[src/rtl/seg7_mux_driver_if.sv]
// Bus between a display producer and the multiplexed seven-segment driver.
// The producer loads digit values; the driver returns active-low segment and enable lines.
interface seg7_mux_driver_if #(
  parameter int NUM_DIGITS = 3
);
  logic [4*NUM_DIGITS-1:0] D;
  logic [NUM_DIGITS-1:0]   DP;
  logic [NUM_DIGITS-1:0]   BLANK;
  logic                    LOAD;
  logic [7:0]              SEG;
  logic [NUM_DIGITS-1:0]   EN;

  modport master (
    output D, DP, BLANK, LOAD,
    input  SEG, EN
  );

  modport slave (
    input  D, DP, BLANK, LOAD,
    output SEG, EN
  );
endinterface

[src/rtl/seg7_mux_driver.sv]
// Time-multiplexed seven-segment driver with frame-synchronous display updates,
// optional hex decode, per-digit blanking and leading-zero suppression.
module seg7_mux_driver #(
  parameter int NUM_DIGITS  = 3,
  parameter int CLK_DIV     = 16000,
  parameter int HEX_MODE    = 1,
  parameter int LZ_SUPPRESS = 0
) (
  input  logic             CLK,
  input  logic             RST,
  seg7_mux_driver_if.slave bus
);

  localparam int PW = $clog2(CLK_DIV);
  localparam int IW = (NUM_DIGITS > 1) ? $clog2(NUM_DIGITS) : 1;
  localparam int DW = 4 * NUM_DIGITS;
  localparam logic [PW-1:0] PRESC_LAST = PW'(CLK_DIV - 1);
  localparam logic [IW-1:0] IDX_LAST   = IW'(NUM_DIGITS - 1);

  logic [PW-1:0]         r_presc;
  logic [IW-1:0]         r_idx;
  logic                  r_pend;
  logic [DW-1:0]         r_hold_d;
  logic [NUM_DIGITS-1:0] r_hold_dp;
  logic [NUM_DIGITS-1:0] r_hold_bl;
  logic [DW-1:0]         r_disp_d;
  logic [NUM_DIGITS-1:0] r_disp_dp;
  logic [NUM_DIGITS-1:0] r_disp_bl;
  logic [7:0]            r_seg_p1;
  logic [NUM_DIGITS-1:0] r_en_p1;

  logic                  w_tick;
  logic                  w_frame;
  logic [3:0]            w_code;
  logic                  w_dp;
  logic                  w_bl;
  logic                  w_lz;
  logic [NUM_DIGITS-1:0] w_lz_vec;
  logic [7:0]            w_seg_next;
  logic [NUM_DIGITS-1:0] w_en_next;

  // Segment pattern {a..g} for a 4-bit code, dp appended as active-low bit 0.
  function automatic logic [7:0] seg_decode(input logic [3:0] code, input logic dp);
    logic [6:0] pat;
    case (code)
      4'h0:    pat = 7'b0000001;
      4'h1:    pat = 7'b1001111;
      4'h2:    pat = 7'b0010010;
      4'h3:    pat = 7'b0000110;
      4'h4:    pat = 7'b1001100;
      4'h5:    pat = 7'b0100100;
      4'h6:    pat = 7'b0100000;
      4'h7:    pat = 7'b0001111;
      4'h8:    pat = 7'b0000000;
      4'h9:    pat = 7'b0000100;
      4'hA:    pat = 7'b0001000;
      4'hB:    pat = 7'b1100000;
      4'hC:    pat = 7'b0110001;
      4'hD:    pat = 7'b1000010;
      4'hE:    pat = 7'b0110000;
      default: pat = 7'b0111000;
    endcase
    if (HEX_MODE == 0 && code > 4'd9) begin
      return 8'hFE;
    end
    return {pat, ~dp};
  endfunction

  assign w_tick  = (r_presc == PRESC_LAST);
  assign w_frame = w_tick && (r_idx == IDX_LAST);

  // A digit is a leading zero when it and every digit above it are zero.
  always_comb begin
    logic v_zero;
    w_lz_vec = '0;
    v_zero   = 1'b1;
    for (int k = NUM_DIGITS - 1; k >= 1; k--) begin
      v_zero      = v_zero & (r_disp_d[4*k +: 4] == 4'd0);
      w_lz_vec[k] = v_zero;
    end
  end

  always_comb begin
    w_code    = '0;
    w_dp      = 1'b0;
    w_bl      = 1'b0;
    w_lz      = 1'b0;
    w_en_next = '1;
    for (int k = 0; k < NUM_DIGITS; k++) begin
      if (r_idx == IW'(k)) begin
        w_code       = r_disp_d[4*k +: 4];
        w_dp         = r_disp_dp[k];
        w_bl         = r_disp_bl[k];
        w_lz         = w_lz_vec[k];
        w_en_next[k] = 1'b0;
      end
    end
  end

  assign w_seg_next = (w_bl || (LZ_SUPPRESS != 0 && w_lz)) ? 8'hFF : seg_decode(w_code, w_dp);

  // Stage p0: prescaler, digit index, holding and display registers
  always_ff @(posedge CLK) begin
    if (RST) begin
      r_presc   <= '0;
      r_idx     <= '0;
      r_pend    <= 1'b0;
      r_hold_d  <= '0;
      r_hold_dp <= '0;
      r_hold_bl <= '0;
      r_disp_d  <= '0;
      r_disp_dp <= '0;
      r_disp_bl <= '0;
    end else begin
      r_presc <= w_tick ? '0 : r_presc + 1'b1;
      if (w_tick) begin
        r_idx <= (r_idx == IDX_LAST) ? '0 : r_idx + 1'b1;
      end
      if (bus.LOAD) begin
        r_hold_d  <= bus.D;
        r_hold_dp <= bus.DP;
        r_hold_bl <= bus.BLANK;
      end
      // Display only changes on a frame boundary so a frame never tears.
      if (w_frame) begin
        if (bus.LOAD) begin
          r_disp_d  <= bus.D;
          r_disp_dp <= bus.DP;
          r_disp_bl <= bus.BLANK;
        end else if (r_pend) begin
          r_disp_d  <= r_hold_d;
          r_disp_dp <= r_hold_dp;
          r_disp_bl <= r_hold_bl;
        end
        r_pend <= 1'b0;
      end else if (bus.LOAD) begin
        r_pend <= 1'b1;
      end
    end
  end

  // Stage p1: registered segment and enable outputs
  always_ff @(posedge CLK) begin
    if (RST) begin
      r_seg_p1 <= 8'hFF;
      r_en_p1  <= '1;
    end else begin
      r_seg_p1 <= w_seg_next;
      r_en_p1  <= w_en_next;
    end
  end

  assign bus.SEG = r_seg_p1;
  assign bus.EN  = r_en_p1;

endmodule

[src/flat_wrapper.sv]
// flat-port wrapper written by rule: the top's interface ports become plain ports
module seg7_mux_driver_flat 
#(
  parameter int NUM_DIGITS  = 3,
  parameter int CLK_DIV     = 16000,
  parameter int HEX_MODE    = 1,
  parameter int LZ_SUPPRESS = 0
)
  (CLK, RST, bus_D, bus_DP, bus_BLANK, bus_LOAD, bus_SEG, bus_EN);
  seg7_mux_driver_if #(.NUM_DIGITS(NUM_DIGITS)) bus_i ();
  input  logic CLK;
  input  logic RST;
  input wire logic [$bits(bus_i.D)-1:0] bus_D;
  input wire logic [$bits(bus_i.DP)-1:0] bus_DP;
  input wire logic [$bits(bus_i.BLANK)-1:0] bus_BLANK;
  input wire logic [$bits(bus_i.LOAD)-1:0] bus_LOAD;
  output wire logic [$bits(bus_i.SEG)-1:0] bus_SEG;
  output wire logic [$bits(bus_i.EN)-1:0] bus_EN;
  assign bus_i.D = bus_D;
  assign bus_i.DP = bus_DP;
  assign bus_i.BLANK = bus_BLANK;
  assign bus_i.LOAD = bus_LOAD;
  assign bus_SEG = bus_i.SEG;
  assign bus_EN = bus_i.EN;
  seg7_mux_driver #(.NUM_DIGITS(NUM_DIGITS), .CLK_DIV(CLK_DIV), .HEX_MODE(HEX_MODE), .LZ_SUPPRESS(LZ_SUPPRESS)) u_core (.CLK(CLK), .RST(RST), .bus(bus_i));
endmodule
[config.mk]
export PLATFORM = sky130hd
export DESIGN_NAME = seg7_mux_driver_flat
export DESIGN_NICKNAME = d
export VERILOG_FILES = /design/src/rtl/seg7_mux_driver_if.sv /design/src/rtl/seg7_mux_driver.sv /design/src/flat_wrapper.sv
export SDC_FILE = /design/constraint.sdc
export NUM_CORES = 1
export LEC_CHECK = 0
export ABC_AREA = 1
export CAP_MARGIN = 30
export CORE_MARGIN = 2
export CORE_UTILIZATION = 50
export DETAILED_ROUTE_END_ITERATION = 6
export GPL_TIMING_DRIVEN = 0
export PLACE_DENSITY = 0.72
export SYNTH_ARGS = -nofsm -noshare
export SYNTH_HDL_FRONTEND = slang
export SYNTH_SLANG_ARGS = --single-unit
[constraint.sdc]
create_clock -name CLK -period 2.6 [get_ports CLK]
set_clock_uncertainty 0.15 [all_clocks]
set_input_delay 0.52 -clock CLK [delete_from_list [all_inputs] [get_ports CLK]]
set_output_delay 0.52 -clock CLK [all_outputs]
set_load 0.02 [all_outputs]
==> results of run 1 <==
==> state kept, by name, summed over array words and instances (netlist names), 2 cells and up <==
name,count
u_core.bus.EN,3
u_core.bus.SEG,8
u_core.r_disp_bl,3
u_core.r_disp_d,12
u_core.r_disp_dp,3
u_core.r_hold_bl,3
u_core.r_hold_d,12
u_core.r_hold_dp,3
u_core.r_idx,2
u_core.r_presc,14
==> critical path: cells and delay by family (launching register included) <==
| family | cells | cell delay, ns |
|---|---|---|
| AND/OR/NAND/NOR | 7 | 0.92 |
| buffers and inverters | 1 | 0.14 |
| adder cells (fa/ha/maj) | 1 | 0.32 |
| flip-flops | 1 | 0.35 |
==> area by class of cell <==
| cell class | instances | area (um2) |
|---|---|---|
| Buffer | 16 | 83.8 |
| Clock buffer | 10 | 138 |
| Clock inverter | 6 | 92.6 |
| Fill cell | 555 | 2240 |
| Inverter | 76 | 288 |
| Multi-Input combinational cell | 282 | 1330 |
| Sequential cell | 64 | 1280 |
| Tap cell | 75 | 93.8 |
| Timing Repair Buffer | 30 | 300 |
==> placed cells by master (no fill, tap or decap), drive strengths merged <==
master and count:
a22oi 1, o21a 1, clkinvlp 2, clkbuf 17, inv 76, nand2 117, clkdlybuf4s50 30, o21ai 26
nand4 20, o211ai 1, dfxtp 64, or2 3, nand3 21, nor2 67, bufinv 2, nor3 4
buf 9, ha 7, nand3b 3, clkinv 2, a21oi 10, nor3b 1
==> through the flow <==
stage	power [uW]	hold slack, ns	worst slack (ns)	cells	cell area, um2
floorplan	1120	0.267	0.921	438	2980
global placement	1180	0.280	0.422	543	3380
detailed placement	1180	0.294	0.377	543	3380
CTS	2160	0.309	0.568	559	3610
global route	2210	0.327	0.463	559	3610
finish	2130	0.309	0.597	559	3610
==> cell families after synthesis <==
logic type,after synthesis,synth area share
flip-flops,64,0.430
AO/OA/AOI/OAI,39,0.0680
AND/OR/NAND/NOR,236,0.349
buffers and inverters,92,0.125
adder cells (fa/ha/maj),7,0.0294
==> cells in the mapped netlist <==
library cell  count  area, um2
a21oi_1          10       50.1
a22oi_1           1       7.51
buf_1             2       7.51
buf_2             4       20.0
buf_4             1       7.51
buf_6             2       22.5
clkbuf_1          7       26.3
dfxtp_1          64       1280
ha_1              7       87.6
inv_1            71        267
inv_2             4       15.0
inv_4             1       6.26
nand2_1         117        439
nand3_1          20        100
nand3_2           1       10.0
nand3b_1          3       22.5
nand4_1          19        119
nand4_4           1       21.3
nor2_1           60        225
nor2_2            5       31.3
nor2_4            2       22.5
nor3_1            4       20.0
nor3b_1           1       7.51
o211ai_1          1       7.51
o21a_1            1       7.51
o21ai_0          24        120
o21ai_1           2       10.0
or2_0             1       6.26
or2_2             1       6.26
or2_4             1       8.76
==> power breakdown <==
group,switching (uW),total [uW],internal (uW)
sequential,7.91,1020,1010
combinational,77.6,143,65.2
clock,402,970,568
total,488,2130,1640
==> how the worst max path moves through the flow <==
| stage | startpoint | endpoint | slack, ns |
|---|---|---|---|
| 2_1_floorplan | u_core.r_idx[0] | u_core.bus.SEG[4] | 0.92 |
| 3_3_place_gp | RST | u_core.r_hold_d[9] | 0.42 |
| 3_5_place_dp | RST | u_core.r_hold_bl[2] | 0.38 |
| 4_1_cts | u_core.r_idx[0] | u_core.bus.SEG[4] | 0.57 |
| 5_1_grt | u_core.r_idx[0] | u_core.bus.SEG[4] | 0.46 |
| 6_report | u_core.r_idx[1] | u_core.bus.SEG[4] | 0.60 |
==> per-layer routing <==
layer  routed length, um  up-vias
met3                 209        7
li1                    -     1438
met2                2630       56
met1                2770     1137
met4                  83        0
met5                   0        -
==> impl_results.md, run 1 <==
* Max_slew headroom at 0.700
* Pre-antenna DRT Iters at 4
* First-pass GRT wire length at 10.2 mm
* Initial antenna violation count at 0
* Worst ir drop on vdd at 0.338 mV
* Unrepaired setup endpoints after global routing: no
* Total track usage at 0.199
* Crit Path Max Fanout at 6
* Critical R2R Launch: u_core.r_idx[1]
* Endpoint class of the critical path: flip-flop
* Final Max Tran Viols at 0
* First-iteration detailed-routing DRC count at 64
* Full die area at 6600 um2
* Setup_tns at 0 ns
* Hold path cells at 1
* Chip height at 81.2 um
* Largest net degree at the start of global routing at 13
* Share of cells above drive strength 1 at 0.0806
* HP Start: u_core.r_presc[0]
* Least-Margin Pin Slew at 0.450 ns
* Gr busiest metal: met2
* Port bufs at 30
* Hold WC Path Type: reg2reg
* Max-cap violations at 0
* Vias at 2638
* TritonCTS clock tree: done
* Post-synthesis cell type count at 30
* Post-layout util at 0.617
* GRT met1 Usage at 0.241
* Syn Inst Count at 438
* Worst-path clk slew at 0.07 ns
* Nets at 507
* Syn_area_per_cell at 6.81 um2
* Htree depth at 3
* Setup Fix Bufs, Post-CTS at 0
* #FFs+latches synth at 64
* Clk_lat worst skew at 0.35 ns
* Reg-to-Reg End: u_core.bus.SEG[4]
* Initial Util at 0.510
* Worst EP arrival at 2.09 ns
* DP HPWL at 4.32 mm
* Final setup vio count at 0
* Final min period at 2.00 ns
* Reg2Reg Depth at 9
* Routability Congestion at 0.869
* Required time worst endpoint at 2.68 ns
* Global Route met2 Usage at 0.343
* Setup CP Type: reg2reg
* Met3 GRT Util at 0.0367
* CTS Hold Bufs at 0
* YS warnings at 0
* Fin crit share at 0.770
* Status: complete, no violations
* Root Driver: clkbuf_8
* CP max stage cell: nor2_1
* Total CTS buffers at 9
* Core Region at 5850 um2
* Achievable clock frequency at 499 MHz
* Antenna-violating nets left at 0
* Post-CTS resize count at 0
* # clock sinks at 64
* Via density at 4.72
* Slowest stage delay, CP at 0.37 ns
* Number of remaining DRC errors at 0
* Chip Width at 81.2 um
* Area Overhead vs Synth at 20.9%
* Post-Route WL at 5.69 mm
* Power per Cell Area at 591 nW/um2
* CP dominant cell by count: nand2_1
* IO Count at 32
* Final Hold Viols at 0
* GRT overflow at 0
* Max clock buf depth at 2
* N_diodes at 0
* Reg2Reg Setup Slack at 0.60 ns
* Worst-path cell chain: nor2_1 > nand2_1 > nand3_1 > inv_1 > ha_1 > nand2_1 > nand3_1 > nand2_1 > nand2_1
* Number of global-route vias before repair at 2490
* P_leak at 0.00165 uW
* Rows at 28
* Seq/Total Area, Yosys at 0.430
* Wire per inst at 10.2 um
* CP Launch Type: flip-flop
* WHS Endpoint: u_core.r_presc[0]
* Synth Cell Area at 2980 um2
* Synth Net Count at 466
Power figures use the tool's default switching activity.
==> run 2, diff against run 1 <==
--- a/config.mk
+++ b/config.mk
@@ -11,7 +11,7 @@
 export CORE_UTILIZATION = 50
 export DETAILED_ROUTE_END_ITERATION = 6
 export GPL_TIMING_DRIVEN = 0
-export PLACE_DENSITY = 0.72
+export PLACE_DENSITY = 0.75
 export SYNTH_ARGS = -nofsm -noshare
 export SYNTH_HDL_FRONTEND = slang
 export SYNTH_SLANG_ARGS = --single-unit
==> constraint.sdc (replaced) <==
create_clock -name CLK -period 1.8 [get_ports CLK]
set_clock_uncertainty 0.15 [all_clocks]
set_input_delay 0.36 -clock CLK [delete_from_list [all_inputs] [get_ports CLK]]
set_output_delay 0.36 -clock CLK [all_outputs]
set_load 0.02 [all_outputs]
==> impl_results.md, run 2 (synthesis results as in run 1) <==
* WHS Endpoint: u_core.r_hold_d[2]
* Core Region at 5850 um2 (unchanged)
* Required time worst endpoint at 1.29 ns (-1.39 ns)
* Dpl cell area at 3380 um2 (unchanged)
* Setup CP Type: reg2out
* Finished Layout Cells at 563 (+0.72%)
* Reg2Reg Setup Slack at 0.11 ns (-0.49 ns)
* First-pass GRT wire length at 10.5 mm (+3.1%)
* Share of cells above drive strength 1 at 0.119 (+0.0383)
* Placed Cells at 543 (unchanged)
* Post-layout util at 0.638 (+0.0214)
* Worst EP arrival at 1.25 ns (-0.84 ns)
* Endpoint class of the critical path: output pin
* Clk_lat worst skew at 0.34 ns (about the same)
* Number of global-route vias before repair at 2559 (+2.8%)
* Nets at 511 (+0.79%)
* Antenna-violating nets left at 0 (unchanged)
* HP Start: bus_LOAD
* DP HPWL at 4.37 mm (+1.2%)
* Final instance area at 3730 um2 (+3.5%)
* Number of remaining DRC errors at 0 (unchanged)
* Clock Power Share at 0.467 (+0.012)
* N_diodes at 0 (unchanged)
* Least-Margin Pin Slew at 0.461 ns (+0.0111 ns)
* Top flop regs: u_core.r_presc x14, u_core.r_disp_d x12, u_core.r_hold_d x12
* CP max stage cell: clkdlybuf4s50_1
* Max clock buf depth at 2 (unchanged)
* Sw Pwr at 683 uW (+40%)
* TritonCTS clock tree: done
* P_leak at 0.00171 uW (+3.7%)
* Final Hold Viols at 0 (unchanged)
* Family with the most delay on the worst path: buffers and inverters
* Status: complete, no violations
* Sequential share of power at 0.466 (-0.012)
* Initial antenna violation count at 0 (unchanged)
* Root Driver: clkbuf_8
* Chip height at 81.2 um (unchanged)
* # clock sinks at 64 (unchanged)
* Overall Power at 3150 uW (+48%)
* Combinational Power Share at 0.067 (about the same)
* Most frequent cells in the layout: nand2_1 (112), inv_1 (68), dfxtp_1 (62)
* Reg2Reg Depth at 10 (+1)
* Switching share of power at 0.217 (-0.0120)
* Wire per inst at 10.7 um (+4.8%)
* Hold Slack at 0.289 ns (-0.0198 ns)
* Largest net degree at the start of global routing at 12 (-1)
* Initial Util at 0.510 (unchanged)
* Crit Path Max Fanout at 1 (-5)
* Worst-path cell chain: clkdlybuf4s50_1
* Max-cap violations at 0 (unchanged)
* Max reg flops at 14 (unchanged)
* Slowest stage delay, CP at 0.59 ns (+0.22 ns)
* GRT overflow at 0 (unchanged)
* Biggest register: u_core.r_presc
* Crit path buf inv count at 1 (unchanged)
* Worst ir drop on vdd at 0.460 mV (+36%)
* Max_slew headroom at 0.692 (-0.00738)
* Fin crit share at 0.976
* Post-Route WL at 6.00 mm (+5.5%)
* Total track usage at 0.208 (+0.00928)
* Total CTS buffers at 9 (unchanged)
* Hold path cells at 3 (+2)
* Reg-to-Reg End: u_core.bus.SEG[2]
* Final setup vio count at 0 (unchanged)
* Port bufs at 30 (unchanged)
* Vias at 2613 (-0.95%)
* Critical R2R Launch: u_core.r_idx[0]
* CP Launch Type: flip-flop
* Achievable clock frequency at 569 MHz
* Pre-antenna DRT Iters at 4 (unchanged)
* Crit path launch: u_core.bus.EN[2]
* Via density at 4.64 (-1.7%)
* Htree depth at 3 (unchanged)
* Final min period at 1.76 ns
* Full die area at 6600 um2 (unchanged)
* Chip Width at 81.2 um (unchanged)
* Final Max Tran Viols at 0 (unchanged)
* Hold WC Path Type: in2reg
* IO Count at 32 (unchanged)
* Worst-path clk slew at 0.07 ns (about the same)
* Internal power at 2470 uW (+50%)
* Rows at 28 (unchanged)
* Most common cell after layout, fill and taps aside: nand2_1
* First-iteration detailed-routing DRC count at 74 (+16%)
* Routability Congestion at 0.861 (-0.97%)
* Power per Cell Area at 844 nW/um2 (+43%)
* Area Overhead vs Synth at 25.1%
run 2: through the flow:
step,worst slack (ns),TNS (ns)
floorplan,0.121,0
global placement,-0.204,-2.57
detailed placement,-0.229,-2.91
CTS,0.0153,0
global route,-0.0384,-0.0731
finish,0.0424,0
run 2: repair_timing:
item                       4_1_cts  5_1_grt
pin swaps                        1        9
buffers inserted                 2        2
resized for setup                7       25
hold buffers                     0        0
setup endpoints to repair        9       37
run 2: per-layer routing:
metal  wire length, um  part of all wire  vias to the layer above  track usage
li1                  -                 -                     1438            -
met5                 0                 0                        -            0
met1              2830              0.47                     1126        0.243
met4                80             0.013                        0       0.0983
met2              2870              0.48                       42        0.363
met3               225             0.038                        7       0.0433
run 2: layout make-up:
type | instances | area [um2]
buffer | 16 | 96.3
clock buffer | 10 | 128
clock inverter | 6 | 108
fill | 538 | 2120
inverter | 76 | 290
multi-input combinational | 282 | 1400
sequential | 64 | 1290
tap | 75 | 93.8
timing repair buffer | 34 | 333
run 2: power groups by stage:
stage / Clock [uW] / Sequential [uW] / Combinational (uW)
CTS: 1510 / 1470 / 210
finish: 1470 / 1470 / 210
floorplan: 0 / 1510 / 110
global route: 1570 / 1470 / 239
detailed placement: 0 / 1500 / 208
global placement: 0 / 1500 / 203
run 2: how the worst max path moves through the flow:
stage                          end  depth (start not counted)
6_report                 bus_EN[2]                          1
5_1_grt          u_core.bus.SEG[7]                         10
4_1_cts         u_core.r_disp_d[7]                          9
3_5_place_dp   u_core.r_hold_bl[1]                          4
3_3_place_gp   u_core.r_hold_bl[0]                          4
2_1_floorplan    u_core.bus.SEG[4]                         10
==> run 3, diff against run 2 <==
--- a/config.mk
+++ b/config.mk
@@ -11,7 +11,7 @@
 export CORE_UTILIZATION = 50
 export DETAILED_ROUTE_END_ITERATION = 6
 export GPL_TIMING_DRIVEN = 0
-export PLACE_DENSITY = 0.75
+export PLACE_DENSITY = 0.84
 export SYNTH_ARGS = -nofsm -noshare
 export SYNTH_HDL_FRONTEND = slang
 export SYNTH_SLANG_ARGS = --single-unit
==> impl_results.md, run 3 (synthesis results as in run 1) <==
* Status: complete, no violations
* Htree depth at 3 (unchanged)
* Sequential share of power at 0.490 (+0.024)
* Antenna-violating nets left at 0 (unchanged)
* GRT overflow at 0 (unchanged)
* CP max stage cell: clkdlybuf4s50_1
* Setup_tns at 0 ns (unchanged)
* Vias at 2739 (+4.8%)
* Routability Congestion at 0.863 (+0.28%)
* Initial Util at 0.510 (unchanged)
* Setup CP Type: reg2out
* Final Max Tran Viols at 0 (unchanged)
* Max-cap violations at 0 (unchanged)
* CP Launch Type: flip-flop
* Family with the most delay on the worst path: buffers and inverters
* N_diodes at 0 (unchanged)
* Number of global-route vias before repair at 2559 (unchanged)
* Initial antenna violation count at 0 (unchanged)
* Via density at 4.88 (+5.2%)
* Pre-CTS setup slack at -0.199 ns (+0.0299 ns)
* Final setup vio count at 0 (unchanged)
* Area Overhead vs Synth at 23.7%
* Post-layout util at 0.631 (-0.00706)
* Hold WC Path Type: in2reg
* Total track usage at 0.204 (-0.00407)
* Worst-path clk slew at 0.07 ns (about the same)
* Worst-path cell chain: clkdlybuf4s50_1
* Port bufs at 30 (unchanged)
* Post-route worst setup slack at 0.0575 ns (+0.0151 ns)
* Max reg flops at 14 (unchanged)
* Hold Slack at 0.299 ns (+0.0100 ns)
* P_leak at 0.00168 uW (-1.4%)
* IO Count at 32 (unchanged)
* Max clock buf depth at 2 (unchanged)
* Worst ir drop on vdd at 0.672 mV (+46%)
* Biggest register: u_core.r_presc
* Rows at 28 (unchanged)
* Achievable clock frequency at 574 MHz (+0.87%)
* Crit path buf inv count at 1 (unchanged)
* DP HPWL at 4.28 mm (-2.1%)
* Largest net degree at the start of global routing at 11 (-1)
* Clk_lat worst skew at 0.34 ns (about the same)
* Unrepaired setup endpoints after global routing: yes
* Post-Route WL at 6.15 mm (+2.5%)
* Total CTS buffers at 9 (unchanged)
* Required time worst endpoint at 1.29 ns (about the same)
* Slowest stage delay, CP at 0.59 ns (about the same)
* Wire per inst at 11.0 um (+2.8%)
* FILL cells at 515 (-4.3%)
* Core Region at 5850 um2 (unchanged)
* Chip height at 81.2 um (unchanged)
* TritonCTS clock tree: done
* Fin crit share at 0.968 (-0.00839)
* Internal power at 2340 uW (-5.1%)
* Final Hold Viols at 0 (unchanged)
* Worst EP arrival at 1.23 ns (-0.02 ns)
* Number of remaining DRC errors at 0 (unchanged)
* Nets at 509 (-0.39%)
* Clock Power Share at 0.441 (-0.026)
* Endpoint class of the critical path: output pin
* CTS Hold Bufs at 0 (unchanged)
* Share of cells above drive strength 1 at 0.117 (-0.00157)
* Final min period at 1.74 ns (-0.0151 ns)
* Switching share of power at 0.220 (+0.00272)
* Root Driver: clkbuf_8
* # clock sinks at 64 (unchanged)
* Power per Cell Area at 812 nW/um2 (-3.7%)
* Pre-antenna DRT Iters at 5 (+1)
* Combinational Power Share at 0.069 (+0.002)
* Chip Width at 81.2 um (unchanged)
* Crit Path Max Fanout at 1 (unchanged)
* First-pass GRT wire length at 10.4 mm (-1.2%)
* Most frequent cells in the layout: nand2_1 (111), inv_1 (68), dfxtp_1 (62)
* Sw Pwr at 658 uW (-3.6%)
* Full die area at 6600 um2 (unchanged)
* Top flop regs: u_core.r_presc x14, u_core.r_disp_d x12, u_core.r_hold_d x12
* First-iteration detailed-routing DRC count at 126 (+70%)
* Least-Margin Pin Slew at 0.428 ns (-0.0332 ns)
* Most common cell after layout, fill and taps aside: nand2_1
* Max_slew headroom at 0.714 (+0.0221)
[run 3: final timing paths]
check	slack, ns	start	endpoint	depth (start not counted)
max reg2reg	0.12	u_core.r_idx[0]	u_core.bus.SEG[4]	10
min	0.30	bus_LOAD	u_core.r_hold_d[11]	3
max	0.06	u_core.bus.SEG[6]	bus_SEG[6]	1
min reg2reg	0.30	u_core.r_presc[0]	u_core.r_presc[0]	1
[run 3: power groups by stage]
stage               Combinational, uW  Clock [uW]  Sequential [uW]
floorplan                         110           0             1510
global placement                  202           0             1500
detailed placement                206           0             1500
CTS                               208        1330             1470
global route                      237        1390             1470
finish                            208        1320             1470
[run 3: per-stage QoR]
stage / instance area, um2 / total power [uW] / std cells
final: 3690 / 3000 / 561
after global placement: 3380 / 1700 / 543
after CTS: 3630 / 3010 / 561
after global routing: 3690 / 3100 / 561
after floorplan: 2980 / 1620 / 438
after detailed placement: 3380 / 1710 / 543
[run 3: timing repair]
item,4_1_cts,5_1_grt
setup endpoints to repair,7,38
setup buffers,2,0
cloned,0,0
pin swaps,1,3
gates resized for setup,6,24
[run 3: layout make-up]
| cell class | instances | area (um2) | area share |
|---|---|---|---|
| Buffer | 16 | 92.6 | 0.0251 |
| Clock buffer | 14 | 183 | 0.0495 |
| Clock inverter | 2 | 35.0 | 0.00949 |
| Inverter | 76 | 288 | 0.0780 |
| Multi-Input combinational cell | 282 | 1390 | 0.377 |
| Sequential cell | 64 | 1290 | 0.349 |
| Tap cell | 75 | 93.8 | 0.0254 |
| Timing Repair Buffer | 32 | 318 | 0.0861 |
[run 3: per-layer routing]
layer / global-route usage / wire [um]
met4: 0.120 / 165
met3: 0.0322 / 225
met2: 0.357 / 3050
met5: 0 / 0
met1: 0.234 / 2710
